File: config.mk
export PLATFORM = sky130hd
export DESIGN_NAME = shift_and_subtract_binary_divider
export DESIGN_NICKNAME = d
export VERILOG_FILES = /design/src/rtl/arith_pkg.sv /design/src/rtl/div_restore_step.sv /design/src/rtl/shift_and_subtract_binary_divider.sv
export SDC_FILE = /design/constraint.sdc
export NUM_CORES = 1
export LEC_CHECK = 0
export ABC_CLOCK_PERIOD_IN_PS = 3900
export CAP_MARGIN = 5
export CORE_MARGIN = 2
export CORE_UTILIZATION = 59
export DETAILED_ROUTE_END_ITERATION = 10
export PLACE_DENSITY_LB_ADDON = 0.1
export RECOVER_POWER = 25
export SLEW_MARGIN = 20
export SYNTH_ARGS = -nofsm -noshare
export SYNTH_HDL_FRONTEND = slang
export SYNTH_SLANG_ARGS = --single-unit
File: constraint.sdc
create_clock -name clk -period 3.9 [get_ports clk]
set_clock_uncertainty 0.05 [all_clocks]
set_input_delay 0.39 -clock clk [delete_from_list [all_inputs] [get_ports clk]]
set_output_delay 0.39 -clock clk [all_outputs]
set_load 0.01 [all_outputs]
File: src/rtl/arith_pkg.sv
`default_nettype none
// +----------------------------------------------------------------------+
// | arith_pkg : shared types, widths and helpers for the arithmetic unit |
// | Revision  : 1.0                                                      |
// +----------------------------------------------------------------------+
package arith_pkg;

    localparam int DIV_M = 8;
    localparam int DIV_N = 8;

    typedef enum logic [1:0] {
        IDLE = 2'd0,
        RUN  = 2'd1,
        DONE = 2'd2
    } div_state_t;

    function automatic int clog2(input int value);
        int r;
        r = 0;
        for (int i = 0; i < 31; i++) begin
            if ((1 << i) < value) begin
                r = i + 1;
            end
        end
        return r;
    endfunction

endpackage
`default_nettype wire

File: src/rtl/div_restore_step.sv
`default_nettype none
// +----------------------------------------------------------------------+
// | div_restore_step : one restoring-division iteration (combinational)  |
// | Revision         : 1.0                                               |
// +----------------------------------------------------------------------+
module div_restore_step #(
    parameter int N = 8
) (
    input  logic [N:0]   p,
    input  logic         din,
    input  logic [N-1:0] bq,
    output logic [N:0]   p_next,
    output logic         qbit
);

    logic [N:0] w_pt;
    logic [N:0] w_diff;

    // A set top bit in p means 2P already exceeds any N-bit divisor.
    always_comb begin
        w_pt   = {p[N-1:0], din};
        w_diff = w_pt - {1'b0, bq};
        qbit   = p[N] | (w_pt >= {1'b0, bq});
        p_next = qbit ? w_diff : w_pt;
    end

endmodule
`default_nettype wire

File: src/rtl/shift_and_subtract_binary_divider.sv
`default_nettype none
// +----------------------------------------------------------------------+
// | shift_and_subtract_binary_divider : restoring unsigned divider       |
// | Revision                          : 1.0                              |
// +----------------------------------------------------------------------+
module shift_and_subtract_binary_divider
    import arith_pkg::*;
#(
    parameter int M = DIV_M,
    parameter int N = DIV_N
) (
    input  logic         clk,
    input  logic         rst,
    input  logic         start,
    input  logic [M-1:0] A,
    input  logic [N-1:0] B,
    output logic [M-1:0] Q,
    output logic [N-1:0] R,
    output logic         busy,
    output logic         done,
    output logic         dbz
);

    localparam int            c_CW   = clog2(M + 1);
    localparam logic [c_CW-1:0] c_LAST = c_CW'(M - 1);

    div_state_t      r_state;
    div_state_t      w_state_next;
    logic [M-1:0]    r_d;
    logic [N-1:0]    r_bq;
    logic [N:0]      r_p;
    logic [c_CW-1:0] r_cnt;
    logic [M-1:0]    r_q;
    logic [N-1:0]    r_r;
    logic            r_dbz;

    logic [N:0]      w_p_next;
    logic            w_qbit;
    logic [M-1:0]    w_d_next;
    logic            w_accept;
    logic            w_busy;
    logic            w_done;

    div_restore_step #(.N(N)) u_step (
        .p      (r_p),
        .din    (r_d[M-1]),
        .bq     (r_bq),
        .p_next (w_p_next),
        .qbit   (w_qbit)
    );

    if (M > 1) begin : g_dshift_wide
        assign w_d_next = {r_d[M-2:0], w_qbit};
    end else begin : g_dshift_narrow
        assign w_d_next = w_qbit;
    end

    assign w_accept = start && (r_state != RUN);

    always_ff @(posedge clk or posedge rst) begin
        if (rst) begin
            r_state <= IDLE;
        end else begin
            r_state <= w_state_next;
        end
    end

    always_comb begin
        w_state_next = r_state;
        case (r_state)
            IDLE, DONE: begin
                if (start) begin
                    w_state_next = (B == '0) ? DONE : RUN;
                end else begin
                    w_state_next = IDLE;
                end
            end
            RUN: begin
                if (r_cnt == c_LAST) begin
                    w_state_next = DONE;
                end
            end
            default: w_state_next = IDLE;
        endcase
    end

    always_comb begin
        w_busy = (r_state == RUN);
        w_done = (r_state == DONE);
    end

    // Results only change on entry to DONE so they stay readable across a new divide.
    always_ff @(posedge clk or posedge rst) begin
        if (rst) begin
            r_d   <= '0;
            r_bq  <= '0;
            r_p   <= '0;
            r_cnt <= '0;
            r_q   <= '0;
            r_r   <= '0;
            r_dbz <= 1'b0;
        end else if (w_accept) begin
            r_d   <= A;
            r_bq  <= B;
            r_p   <= '0;
            r_cnt <= '0;
            if (B == '0) begin
                r_q   <= '1;
                r_r   <= A[N-1:0];
                r_dbz <= 1'b1;
            end
        end else if (r_state == RUN) begin
            r_p   <= w_p_next;
            r_d   <= w_d_next;
            r_cnt <= r_cnt + 1'b1;
            if (r_cnt == c_LAST) begin
                r_q   <= w_d_next;
                r_r   <= w_p_next[N-1:0];
                r_dbz <= 1'b0;
            end
        end
    end

    assign Q    = r_q;
    assign R    = r_r;
    assign dbz  = r_dbz;
    assign busy = w_busy;
    assign done = w_done;

endmodule
`default_nettype wire

Word-level counts from Yosys, hierarchy flattened
Cells that the tools add are included.
Cells by class
  magnitude comparators: 1
  bitwise gates (word level): 1
  add/subtract/negate cells: 2
  mux-type cells: 23
  reductions and logical operators: 7
  equal/unequal tests: 6
Operators with widths (count)
  $mux W8: 10
  $mux W9: 3
  $ge A9 B8 Y1: 1
  $sub A9 B8 Y9: 1
  $logic_not A8 Y1: 1
  $mux W4: 2
  $mux W2: 3
  $ne A2 B1 Y1 const B: 3
  $add A4 B1 Y4 const B: 1
  $eq A4 B3 Y1 const B: 1
  $mux W1: 4
  $pmux W2 S2: 1
  $reduce_bool A2 Y1: 2
  $reduce_and A3 Y1: 1
  $eq A2 B1 Y1 const B: 1
  $eq A2 B2 Y1 const B: 1
  $logic_not A2 Y1: 1
  $reduce_or A2 Y1: 1
  $logic_and A1 B1 Y1: 1
  $or A1 B1 Y1: 1
Word-level totals
  register bits: 48
  logic and storage cells: 48

Longest topological paths before layout
Gate-level depths: netlist of the first run.
  depth in word-level cells: 6
  depth in mapped cells: 10
  depth with buffers taken out: 8

Cells and area by module
Synthesis of the first run repeated with hierarchy kept, for this count alone.
Second synthesis, totals
  cells, all modules: 249
  area, all modules: 2622.5 um^2
By module, submodules not included
  shift_and_subtract_binary_divider: instances 1, area each 2094.5 um^2, cells an instance 174, sequential area each 1201.2 um^2
  div_restore_step: instances 1, area each 528.0 um^2, cells an instance 75, sequential area each 0.0 um^2

Least setup slack after synthesis of the first run
OpenSTA, ideal clock, no wires.
  path type: reg-to-reg
  from: register r_p[1]
  to: register r_p[3]
  period minus slack after synthesis: 1.945 ns
  setup time: 0.122 ns
  cell stages (with the launch flop): 8
  arrival: 1.774 ns
  path slack: 1.955 ns
  required time: 3.728 ns
  path through: dfrtp_1 -> ha_1 -> nor2_1 -> a211oi_2 -> o211a_2 -> buf_4 -> o21ai_1 -> a32o_1
Between the ends
  cells in the longest elaborated chain, start to end: 5
RTL lines
  start: declaration: RTL line shift_and_subtract_binary_divider.sv:31  | logic [N:0] r_p;
  start signal: assignment: RTL line shift_and_subtract_binary_divider.sv:113  | r_p <= w_p_next;
  $ge A9 B8 Y1: RTL line div_restore_step.sv:23  | qbit = p[N] | (w_pt >= {1'b0, bq});
  $or A1 B1 Y1: RTL line div_restore_step.sv:23
  $mux W9 (*): RTL line div_restore_step.sv:24  | p_next = qbit ? w_diff : w_pt;
  $mux W9 (*): RTL line shift_and_subtract_binary_divider.sv:112  | end else if (r_state == RUN) begin
  $mux W9 (*): RTL line shift_and_subtract_binary_divider.sv:102  | end else if (w_accept) begin
Mark *: on every way between the ends. The rest lies on a longest branch, timed or not. The select of a mux whose other input is x is not followed.
A chain may end at the register's enable or synchronous reset.

Worst setup path in the final report of the first run
  from: register r_state[1]
  to: register r_r[4] (netlist: R[4])
Between the ends
  cells in the longest elaborated chain, start to end: 4
RTL lines
  start: declaration: RTL line shift_and_subtract_binary_divider.sv:27  | div_state_t r_state;
  start signal: assignment: RTL line shift_and_subtract_binary_divider.sv:64  | r_state <= w_state_next;
  $ne A2 B1 Y1: RTL line shift_and_subtract_binary_divider.sv:58  | assign w_accept = start && (r_state != RUN);
  $logic_and A1 B1 Y1: RTL line shift_and_subtract_binary_divider.sv:58
  $ne A2 B1 Y1 (no line) / $reduce_bool A2 Y1 (equally long branches)
  $reduce_and A3 Y1 (no line)
  end signal: assignment: RTL line shift_and_subtract_binary_divider.sv:109  | r_r <= A[N-1:0];
  end signal: assignment: RTL line shift_and_subtract_binary_divider.sv:118  | r_r <= w_p_next[N-1:0];
  end: declaration: RTL line shift_and_subtract_binary_divider.sv:34  | logic [N-1:0] r_r;
Parallel ways exist; a longest one is shown, timed or not.

==> results of run 1 <==
## layer usage
metal	global-route usage, %	wire length (um)
met3	3.52	199
met5	0	0
met1	37.2	2880
met2	42.1	2990
met4	7.34	77
## path summary, 6_finish.rpt
kind | startpoint | end | slack [ns] | depth (start not counted)
worst max-delay path | r_state[1] | R[4] | 1.17 | 5
worst min-delay path | r_cnt[2] | r_cnt[2] | 0.45 | 1
worst max register to register | r_state[1] | R[4] | 1.17 | 5
worst min register to register | r_cnt[2] | r_cnt[2] | 0.45 | 1
max in group asynchronous | rst | Q[7] | 1.85 | 2
min in group asynchronous | rst | R[2] | 1.01 | 2
## cells in the mapped netlist, drive strengths merged, types with 3 or more instances
cell type	n	share of area, %
dfrtp	48	45
nand2	39	5.5
o21ai	33	6.2
nor2	20	2.8
inv	16	2.3
a21oi	11	2.1
ha	9	4.2
mux2i	9	3.4
buf	8	1.7
mux2	8	3.4
or3	7	1.6
clkbuf	6	0.84
a211oi	5	1.8
nand2b	5	1.2
o211ai	5	1.4
nor3	4	0.75
nor4	4	1.5
or4	4	1.3
a32o	3	1.1
nand4	3	0.94
nor2b	3	0.70
o311a	3	1.1
xor2	3	0.99
## cells by family after synthesis
kind of cell / Yosys count / share of synthesized area [%]
AO/OA/AOI/OAI: 77 / 19.0
XOR/XNOR: 5 / 1.64
adder cells (fa/ha/maj): 10 / 4.97
buffers and inverters: 30 / 4.83
flip-flops: 48 / 45.0
multiplexers: 17 / 6.76
AND/OR/NAND/NOR: 95 / 17.8
## per-stage QoR
stage               std cells  setup WS (ns)  instance area [um2]  total power, mW
finish                    366           1.17                 3180             3.10
floorplan                 282           1.95                 2670             2.14
global route              366          0.940                 3180             3.34
CTS                       366           1.21                 3180             3.09
detailed placement        358           1.06                 3040             2.64
global placement          358           1.14                 3040             2.59
## registers in the layout (all words and copies together), names as in the netlist
signal / cells
r_cnt: 4
r_state: 2
R: 8
Q: 8
r_bq: 8
r_d: 8
r_p: 9
dbz: 1
## power by group
group	switching (mW)	internal [mW]	leakage [nW]	total, mW
logic	0.956	0.775	0.736	1.73
clock network	0.179	0.258	0.0687	0.437
registers	0.176	0.751	0.575	0.928
total	1.31	1.78	1.38	3.10
## final cells by class
class / count / area, um2
tap: 52 / 65.1
fill: 351 / 1170
multi-input combinational: 204 / 1340
clock inverter: 3 / 68.8
timing repair buffer: 38 / 378
inverter: 16 / 61.3
clock buffer: 5 / 68.8
sequential: 48 / 1200
==> impl_metrics.py, run 1 <==
metrics = {
    "clock_network": {
        "cts_resized": 0,
        "htreeDepth": 2,
        "clk_latency_ns": 0.31,
        "cts_sinks": 48,
        "cts_tree": "built",
        "clock_path_buffers": 2,
        "cts-root-buf": "clkbuf_8",
        "clk_pin_slew_ns": 0.09,
        "cts_hold_buf": 0,
        "cts-buffers-inserted": 5,
        "post_cts_buffers": 0,
    },
    "sta": {
        "period_share_pct": 70.0,
        "rsz0062_at_grt": "no",
        "fmax_ghz": 0.366,
        "final.min_clock_period_ns": 2.73,
        "slew_headroom_pct": -37.3,
        "hold_slack_ns": 0.446,
        "setup_viol": 0,
        "maxSlewViolCount": 49,
        "tightest_slew_ns": 2.05,
        "finalSetupTns_ns": 0,
        "finalHoldViolCount": 0,
    },
    "finish": {
        "drive_gt1_share_pct": 8.60,
        "final_cell_mix": "48 x dfrtp_1, 39 x nand2_1, 36 x clkdlybuf4s50_1",
        "finalCoreUtilization_pct": 73.0,
        "area.growth.synth_to_final_pct": 19.2,
        "final_common_cell": "dfrtp_1",
        "finalNetCount": 342,
        "diodes": 0,
    },
    "global_routing": {
        "grt_pass1_wl_um": 10500,
        "grt_pass1_vias": 2163,
        "overflow": 0,
        "track_usage_pct": 26.0,
        "antenna_found_initial": 0,
        "grt_max_degree": 49,
    },
    "setup_path": {
        "crit_fanout": 33,
        "crit_chain": "nand2b_1 > inv_2 > and2_0 > o211ai_1 > o311a_1",
        "critPathTopFamily": "simple AND/OR/NAND/NOR gates",
        "crit_buf_inv": 1,
        "crit_path_end_kind": "flop",
        "critPathRequiredTime_ns": 4.05,
        "max_stage_delay_ns": 0.87,
        "cp-start-kind": "flop",
        "cp_slowest_cell": "and2_0",
        "crit_arrival_ns": 2.88,
        "path_class": "flop to flop",
    },
    "synthesis": {
        "yosysWarnings": 0,
        "syn_area_per_cell_um2": 9.45,
        "synth_area_um2": 2670,
        "synth_edf_count": 0,
        "synth.distinct_cells": 51,
        "synth-seq-area-share_pct": 45.0,
        "ys_async_sr_fraction_pct": 100,
        "syn-instance-count": 282,
        "ys.flop_type": "dfrtp_1",
        "ys_ff_latch": 48,
        "synth.net_count": 311,
    },
    "drt": {
        "antenna_left": 0,
        "drt-pass1-iter-count": 4,
        "num_vias": 2214,
        "drc": 0,
        "drtIter0Drc": 152,
        "avgRoutedWirePerCell_um": 16.8,
        "vias_per_cell": 6.05,
        "finalWirelength_um": 6150,
    },
    "hold_path": {
        "hold_path_class": "flop to flop",
    },
    "placement": {
        "place_congestion": 0.887,
        "hpwl_um": 4260,
        "io_buffers": 37,
    },
    "floorplan": {
        "fp.dieH_um": 71.2,
        "fp-row-count": 24,
        "core_um2": 4350,
        "start_util_pct": 61.2,
        "dieArea_um2": 5070,
        "ios": 38,
        "die_w_um": 71.2,
    },
    "pwr": {
        "irDropWorstVdd_uv": 510,
        "leakage_nw": 1.38,
        "p_per_area_nw_per_um2": 974,
    },
    "run": {
        "maxCapViolations": 1,
    },
    "outcome": {
        "status": "finished with violations",
        "failed_checks": "capacitance limit, slew limit",
    },
}
(Power assumes the default switching activity.)
==> run 2: changes to the inputs <==
- ABC_CLOCK_PERIOD_IN_PS: 3900 -> 2500
- CORE_UTILIZATION: 59 -> 49
- clock period: 3.9 -> 2.5 ns (I/O delays scaled with it)
==> run 2 against run 1 <==
The run now ends clean. Via count up 0.95%. Core utilization down 10 points. Non-clock buffer count up 14. Global-route usage down 2.5 points. Clock power up 12%.
==> impl_metrics.py, run 2 (synthesized netlist as in run 1, its figures left out) <==
metrics = {
    "outcome": {
        "status": "finished, final reports clean",
    },
    "setup_path": {
        "crit_fanout": 18,
        "reg2reg_depth": 6,
        "critPathRequiredTime_ns": 2.64,
        "crit_top_cell": "nor2_1",
        "crit_chain": "ha_1 > nor2_1 > a211oi_2 > o211a_2 > nor2_1 > o41ai_1",
        "max_stage_delay_ns": 0.43,
        "cp-start-kind": "flop",
        "crit_arrival_ns": 2.44,
        "crit_path_end_kind": "flop",
        "path_class": "flop to flop",
        "cp_slowest_cell": "o211a_2",
    },
    "placement": {
        "dpl_worst_slack_ns": 0.200,
        "place_congestion": 0.859,
        "io_buffers": 37,
        "hpwl_um": 4820,
    },
    "global_routing": {
        "overflow": 0,
        "grt_max_degree": 49,
        "track_usage_pct": 23.5,
        "grt_pass1_wl_um": 11200,
        "grt_pass1_vias": 2257,
        "antenna_found_initial": 0,
    },
    "clock_network": {
        "clk_pin_slew_ns": 0.09,
        "cts-root-buf": "clkbuf_8",
        "cts_resized": 0,
        "post_cts_buffers": 0,
        "cts_hold_buf": 0,
        "cts-buffers-inserted": 5,
        "htreeDepth": 2,
        "cts_tree": "built",
        "cts_sinks": 48,
        "clk_latency_ns": 0.30,
        "clock_path_buffers": 2,
    },
    "finish": {
        "regMostFlops": "r_p",
        "finalNetCount": 356,
        "largest_reg_flops": 9,
        "final_cell_mix": "48 x dfrtp_1, 39 x nand2_1, 36 x clkdlybuf4s50_1",
        "finalCoreUtilization_pct": 63.0,
        "drive_gt1_share_pct": 11.9,
        "area.growth.synth_to_final_pct": 22.2,
        "diodes": 0,
        "final_common_cell": "dfrtp_1",
    },
    "floorplan": {
        "core_um2": 5170,
        "fp-row-count": 26,
        "ios": 38,
        "start_util_pct": 51.5,
        "fp.dieH_um": 77.8,
        "dieArea_um2": 6050,
        "die_w_um": 77.8,
    },
    "run": {
        "maxCapViolations": 0,
    },
    "drt": {
        "vias_per_cell": 5.62,
        "antenna_left": 0,
        "avgRoutedWirePerCell_um": 16.5,
        "drt-pass1-iter-count": 4,
        "drc": 0,
        "num_vias": 2235,
        "drtIter0Drc": 186,
        "finalWirelength_um": 6580,
    },
    "sta": {
        "final.min_clock_period_ns": 2.30,
        "slew_headroom_pct": 21.2,
        "tightest_slew_ns": 1.18,
        "period_share_pct": 91.8,
        "rsz0062_at_grt": "no",
        "maxSlewViolCount": 0,
        "finalHoldViolCount": 0,
        "finalSetupTns_ns": 0,
        "fmax_ghz": 0.436,
        "setup_viol": 0,
        "setup_ws_ns": 0.204,
    },
    "pwr": {
        "p_total_mw": 4.75,
        "irDropWorstVdd_uv": 709,
        "leakage_nw": 1.43,
        "p_per_area_nw_per_um2": 1460,
    },
    "hold_path": {
        "whs_path_depth": 2,
        "hold_path_class": "flop to flop",
    },
}
## run 2: changes by cell type in the layout (fill, tap and decap cells not counted)
cell / change
bufinv_16: -2
clkbuf_1: +1
clkbuf_8: +1
clkbuf_2: +1
clkinv_1: +1
clkinvlp_4: +1
buf_4: +13
clkinvlp_2: -1
inv_6: -1
## run 2: critical path: cells and delay by family (launching register included)
family                     cells  cell delay, ns
AOI/OAI and AO/OA              3            1.09
and+or+nand+nor                2            0.27
DFF                            1            0.42
adders and majority gates      1            0.35
## run 2: report_power, final
| part | switching, mW | internal, mW | total [mW] |
|---|---|---|---|
| logic | 1.52 | 1.30 | 2.82 |
| registers | 0.275 | 1.17 | 1.45 |
| clock network | 0.265 | 0.225 | 0.490 |
| total | 2.06 | 2.69 | 4.75 |
## run 2: stage by stage
| step | hold WS (ns) | instances | cell area [um2] |
|---|---|---|---|
| global route | 0.480 | 398 | 3260 |
| global placement | 0.427 | 390 | 3170 |
| floorplan | 0.351 | 282 | 2670 |
| detailed placement | 0.432 | 390 | 3170 |
| CTS | 0.402 | 398 | 3260 |
| finish | 0.448 | 398 | 3260 |
## run 2: per-layer routing
| layer | track usage, % | up-vias | wire (um) |
|---|---|---|---|
| li1 | - | 1105 | - |
| met1 | 35.1 | 1071 | 3140 |
| met2 | 35.3 | 54 | 2970 |
| met3 | 4.88 | 5 | 429 |
| met4 | 5.00 | 0 | 43 |
| met5 | 0 | - | 0 |
## run 2: layout make-up
| class | instances | area, um2 |
|---|---|---|
| fill | 422 | 1910 |
| multi-input combinational | 204 | 1340 |
| sequential | 48 | 1200 |
| timing repair buffer | 52 | 480 |
| tap | 70 | 87.6 |
| clock buffer | 7 | 86.3 |
| inverter | 16 | 60.1 |
| clock inverter | 1 | 7.51 |
## run 2: final timing paths
check | from | end | slack, ns
setup / recovery | r_p[1] | r_p[8] | 0.20
hold / removal | dbz | dbz | 0.45
setup reg to reg | r_p[1] | r_p[8] | 0.20
hold reg to reg | dbz | dbz | 0.45
max in group asynchronous | rst | r_p[7] | 0.96
min in group asynchronous | rst | r_bq[5] | 0.72
